[src/rtl/uart_prog_loader.sv]
// UART receiver that assembles big-endian 32-bit words and writes them to instruction memory.
// Programming stops when END_MARKER arrives; framing and overflow errors are sticky.
module uart_prog_loader #(
    parameter int unsigned CLKS_PER_BIT = 86,
    parameter int unsigned ADDR_WIDTH   = 14,
    parameter logic [31:0] END_MARKER   = 32'h0000_0FFF
) (
    input  logic                  clk_i,
    input  logic                  rst_i,
    input  logic                  rx_i,
    output logic                  mem_we_o,
    output logic [ADDR_WIDTH-1:0] mem_addr_o,
    output logic [31:0]           mem_wdata_o,
    output logic                  prog_done_o,
    output logic                  frame_err_o,
    output logic                  ovf_o
);

    localparam int unsigned TimerW = $clog2(CLKS_PER_BIT);
    localparam logic [TimerW-1:0] HalfMax = TimerW'(CLKS_PER_BIT / 2 - 1);
    localparam logic [TimerW-1:0] BitMax  = TimerW'(CLKS_PER_BIT - 1);

    typedef enum logic [1:0] {StIdle, StStart, StData, StStop} state_e;

    state_e                state_q;
    logic                  rx_meta_q;
    logic                  rx_sync_q;
    logic [TimerW-1:0]     timer_q;
    logic [2:0]            bit_idx_q;
    logic [7:0]            shift_q;
    logic [1:0]            byte_cnt_q;
    logic [31:0]           word_q;
    logic [ADDR_WIDTH-1:0] addr_q;
    logic                  full_q;
    logic [31:0]           word_next;

    // Byte 0 ends up in [31:24] after four left shifts.
    assign word_next = {word_q[23:0], shift_q};

    always_ff @(posedge clk_i) begin
        if (rst_i) begin
            rx_meta_q <= 1'b1;
            rx_sync_q <= 1'b1;
        end else begin
            rx_meta_q <= rx_i;
            rx_sync_q <= rx_meta_q;
        end
    end

    always_ff @(posedge clk_i) begin
        if (rst_i) begin
            state_q     <= StIdle;
            timer_q     <= '0;
            bit_idx_q   <= '0;
            shift_q     <= '0;
            byte_cnt_q  <= '0;
            word_q      <= '0;
            addr_q      <= '0;
            full_q      <= 1'b0;
            mem_we_o    <= 1'b0;
            mem_addr_o  <= '0;
            mem_wdata_o <= '0;
            prog_done_o <= 1'b0;
            frame_err_o <= 1'b0;
            ovf_o       <= 1'b0;
        end else begin
            mem_we_o <= 1'b0;
            unique case (state_q)
                StIdle: begin
                    if (!rx_sync_q) begin
                        state_q <= StStart;
                        timer_q <= '0;
                    end
                end
                StStart: begin
                    if (timer_q == HalfMax) begin
                        timer_q   <= '0;
                        bit_idx_q <= '0;
                        state_q   <= rx_sync_q ? StIdle : StData;
                    end else begin
                        timer_q <= timer_q + 1'b1;
                    end
                end
                StData: begin
                    if (timer_q == BitMax) begin
                        timer_q   <= '0;
                        shift_q   <= {rx_sync_q, shift_q[7:1]};
                        bit_idx_q <= bit_idx_q + 1'b1;
                        if (bit_idx_q == 3'd7) begin
                            state_q <= StStop;
                        end
                    end else begin
                        timer_q <= timer_q + 1'b1;
                    end
                end
                StStop: begin
                    if (timer_q == BitMax) begin
                        timer_q <= '0;
                        state_q <= StIdle;
                        // Once programming is done the line is ignored entirely.
                        if (!prog_done_o) begin
                            if (!rx_sync_q) begin
                                frame_err_o <= 1'b1;
                            end else begin
                                byte_cnt_q <= byte_cnt_q + 1'b1;
                                word_q     <= word_next;
                                if (byte_cnt_q == 2'd3) begin
                                    if (word_next == END_MARKER) begin
                                        prog_done_o <= 1'b1;
                                    end else if (full_q) begin
                                        ovf_o <= 1'b1;
                                    end else begin
                                        mem_we_o    <= 1'b1;
                                        mem_addr_o  <= addr_q;
                                        mem_wdata_o <= word_next;
                                        addr_q      <= addr_q + 1'b1;
                                        if (addr_q == '1) begin
                                            full_q <= 1'b1;
                                        end
                                    end
                                end
                            end
                        end
                    end else begin
                        timer_q <= timer_q + 1'b1;
                    end
                end
                default: state_q <= StIdle;
            endcase
        end
    end

endmodule

[config.mk]
export PLATFORM = sky130hd
export DESIGN_NAME = uart_prog_loader
export DESIGN_NICKNAME = d
export VERILOG_FILES = /design/src/rtl/uart_prog_loader.sv
export SDC_FILE = /design/constraint.sdc
export NUM_CORES = 1
export LEC_CHECK = 0
export CORE_ASPECT_RATIO = 1.2
export CORE_MARGIN = 3
export CORE_UTILIZATION = 45
export CTS_CLUSTER_SIZE = 25
export DETAILED_ROUTE_END_ITERATION = 16
export PLACE_DENSITY = 0.79
export REMOVE_ABC_BUFFERS = 1
export SYNTH_ARGS = -nofsm -noshare
export SYNTH_HDL_FRONTEND = slang
export SYNTH_SLANG_ARGS = --single-unit
[constraint.sdc]
create_clock -name clk_i -period 2.5 [get_ports clk_i]
set_clock_uncertainty 0.2 [all_clocks]
set_input_delay 0.75 -clock clk_i [delete_from_list [all_inputs] [get_ports clk_i]]
set_output_delay 0.75 -clock clk_i [all_outputs]
set_load 0.03 [all_outputs]
==> results.toml <==
[setup_path]
crit_required_ns = 1.55
crit_cells = 1
crit_arrival_ns = 1.47
cp_top_family = "buffers and inverters"
worstPathMaxFanout = 2
r2r.worst_path.cells = 7
reg2reg_from = "word_q[17]$_SDFFE_PP0P_"
cp_slowest_stage_delay_ns = 0.69
crit_type = "register to output port"
r2r_setup_slack_ns = 0.09
critPathCaptureType = "output port"
crit_chain = "clkdlybuf4s50_1"
critPathSlowestCell = "clkdlybuf4s50_1"
r2r_end = "mem_wdata_o[29]$_SDFFE_PP0P_"
worst_setup_path_start_kind = "register"
startpoint = "mem_wdata_o[27]$_SDFFE_PP0P_"
crit_buf_inv = 1
crit_path_end = "mem_wdata_o[27]"

[detailed_routing]
ant_nets = 0
drt_iter0_markers = 247
vias = 4203
routed_wl_mm = 11.52
wl_per_cell_um = 14.78
drc = 0
drt_pass1_iterations = 5
via_per_inst = 5.395

[cts]
numCtsBuffers = 17
cts-root-buf = "clkbuf_16"
cts.clk_slew.worst_paths_ns = 0.06
cts_htree_levels = 4
clk_latency_ns = 0.42
cts_sinks = 113
clk_path_buf_depth = 2
cts_tree = "yes"
ctsHoldBuffers = 0

[synthesis]
syn-cell-area_sq_mm = 0.005129
synthArstFlopShare_pct = 0
synth_common_cells = "113 x dfxtp_1, 89 x nand2b_1, 80 x nand2_1, 54 x mux2i_1, 45 x a21oi_1"
yosysSeqAreaShare_pct = 44.11
yosysMostFrequentCell = "dfxtp_1"
ys_types = 55
synth.avg_cell_area_sq_um = 9.208
yosys_register_bits = 113
synth_area_leaders = "dfxtp_1 44%, nand2b_1 11%, mux2i_1 11%"
synth_top_area_cell = "dfxtp_1"
synth_enable_flop_cells = 0
synth_warnings = 0
synth_flop_cell = "dfxtp_1"
syn_inst = 557
synth_top_cell_area_share_pct = 44.11

[grt]
grt_pass1_wl_mm = 18.60
grt_usage_pct = 18.29
grt_pass1_vias = 4033
grt_max_degree = 69
grt_antenna_before_repair = 0
grt_overflow = 0

[job]
cap_violations = 0

[placement]
place_area_sq_mm = 0.005809
place_ws_ns = 0.05157
place.gp.congestion = 0.7734
hpwl_mm = 7.174
port_buffers = 52
place_inst = 744

[timing]
post-route-period-util_pct = 96.62
relSlewSlack_pct = 60.27
finalSetupTns_ns = 0
finalSetupViolCount = 0
hold_violations = 0
fin_ws_ns = 0.08453
period_minus_slack_ns = 2.415
hold_ws_ns = 0.2149
finalMaxSlewViolations = 0
grt_setup_unrepaired = "false"
timing.fmax_ghz = 0.4140
worst_pin_slew_ns = 0.5959

[floorplanning]
fp.dieH_um = 122.9
initial_utilization_pct = 46.25
io-pin-count = 53
num_rows = 42
core_region_area_sq_mm = 0.01109
die_w_um = 103.5
dieArea_sq_mm = 0.01272

[finish]
fin_util_pct = 58.71
seq_area_sq_mm = 0.002262
fin_nets = 622
nFillCells = 907
layoutNonFillerInstCount = 779
multi_input_area_sq_mm = 0.002666
areaGrowthSynthToFinish_pct = 26.93
layout-drive-gt1-share_pct = 13.12
n_antenna_cell = 0
final_area_sq_mm = 0.006510

[pwr]
swShare_pct = 20.83
ir_worst_vdd_v = 0.0004259
p_switching_uw = 903.7
p_leak_nw = 2.200
total_power_mw = 4.339
power_frac_clock_pct = 56.3
p_int_mw = 3.436
combPwrFrac_pct = 2.0
p_seq_share_pct = 41.7
powerDensity_mw_per_mm2 = 666.6

[hold_path]
hp-class = "register to register"

[run_status]
status = "finished clean"
metal layers:
metal	share of wire (%)	GRT usage, %	wire [um]	vias up
met3	4.8	4.571	553	28
met5	0	0	0	-
met1	42	22.56	4823	2014
met4	2.6	8.502	294	0
li1	-	-	-	2036
met2	51	29.74	5844	125
how the worst min path moves through the flow:
stage	startpoint	end	slack, ns	cells after the start
2_1_floorplan	rx_meta_q$_SDFF_PP1_	rx_sync_q$_SDFF_PP1_	0.19	1
3_3_place_gp	rx_meta_q$_SDFF_PP1_	rx_sync_q$_SDFF_PP1_	0.20	1
3_5_place_dp	rx_meta_q$_SDFF_PP1_	rx_sync_q$_SDFF_PP1_	0.20	1
4_1_cts	rx_meta_q$_SDFF_PP1_	rx_sync_q$_SDFF_PP1_	0.22	1
5_1_grt	rx_meta_q$_SDFF_PP1_	rx_sync_q$_SDFF_PP1_	0.25	1
6_report	rx_meta_q$_SDFF_PP1_	rx_sync_q$_SDFF_PP1_	0.21	1
area by class of cell:
class / count / area share (%)
multi-input cells: 399 / 40.96
flip-flops and latches: 113 / 34.75
repair buffers: 74 / 11.65
clock buffers: 19 / 6.804
well taps: 154 / 2.960
clock inverters: 13 / 2.479
inverters: 7 / 0.4036
cell usage in the layout (no fill, tap or decap), types with 5 or more instances in the layout:
cell type	instances
nand4_1	10
mux2i_1	54
ha_1	7
nor2_1	11
buf_4	17
nor3_1	7
clkbuf_16	19
nand2b_1	89
inv_1	6
nand3_1	7
nand2_1	80
dfxtp_1	113
or2_2	12
a2111oi_2	5
clkdlybuf4s50_1	50
a21oi_1	45
o22ai_1	5
a211oi_1	8
nor2b_1	8
state kept, by name (all words and copies together) (netlist names), named ones only:
| signal | flops |
|---|---|
| ovf_o | 1 |
| rx_sync_q | 1 |
| mem_we_o | 1 |
| state_q | 1 |
| prog_done_o | 1 |
| full_q | 1 |
| timer_q | 7 |
| frame_err_o | 1 |
| byte_cnt_q | 2 |
| shift_q | 8 |
| rx_meta_q | 1 |
| bit_idx_q | 3 |
| word_q | 24 |
| addr_q | 14 |
| mem_wdata_o | 32 |
| mem_addr_o | 14 |
cells by family (layout without fill, tap and decap cells):
family | Yosys count | in the layout | share of synthesized area [%]
DFF | 113 | 113 | 44.11
adders and majority gates | 7 | 7 | 1.708
AOI/OAI and AO/OA | 80 | 80 | 10.15
muxes | 60 | 60 | 11.86
and+or+nand+nor | 251 | 251 | 27.32
buffers and inverters | 45 | 113 | 4.684
xor gates and xnor gates | 1 | 1 | 0.1708
repair_timing:
action                                  in CTS  in global routing
gates cloned                                 0                  2
endpoints found under the setup margin       1                 19
endpoints found under the hold margin        0                  0
buffers inserted                             0                  1
pin swaps                                    0                  2
gates resized for setup                      1                  6
power groups by stage:
stage	sequential, mW	clock (mW)	combinational [mW]
after floorplan	1.85	0	0.0409
after global placement	1.85	0	0.0842
after detailed placement	1.85	0	0.0871
after CTS	1.81	2.47	0.0874
after global routing	1.81	2.55	0.0967
final	1.81	2.44	0.0885
Note: power is estimated with default switching activity, not from simulation.
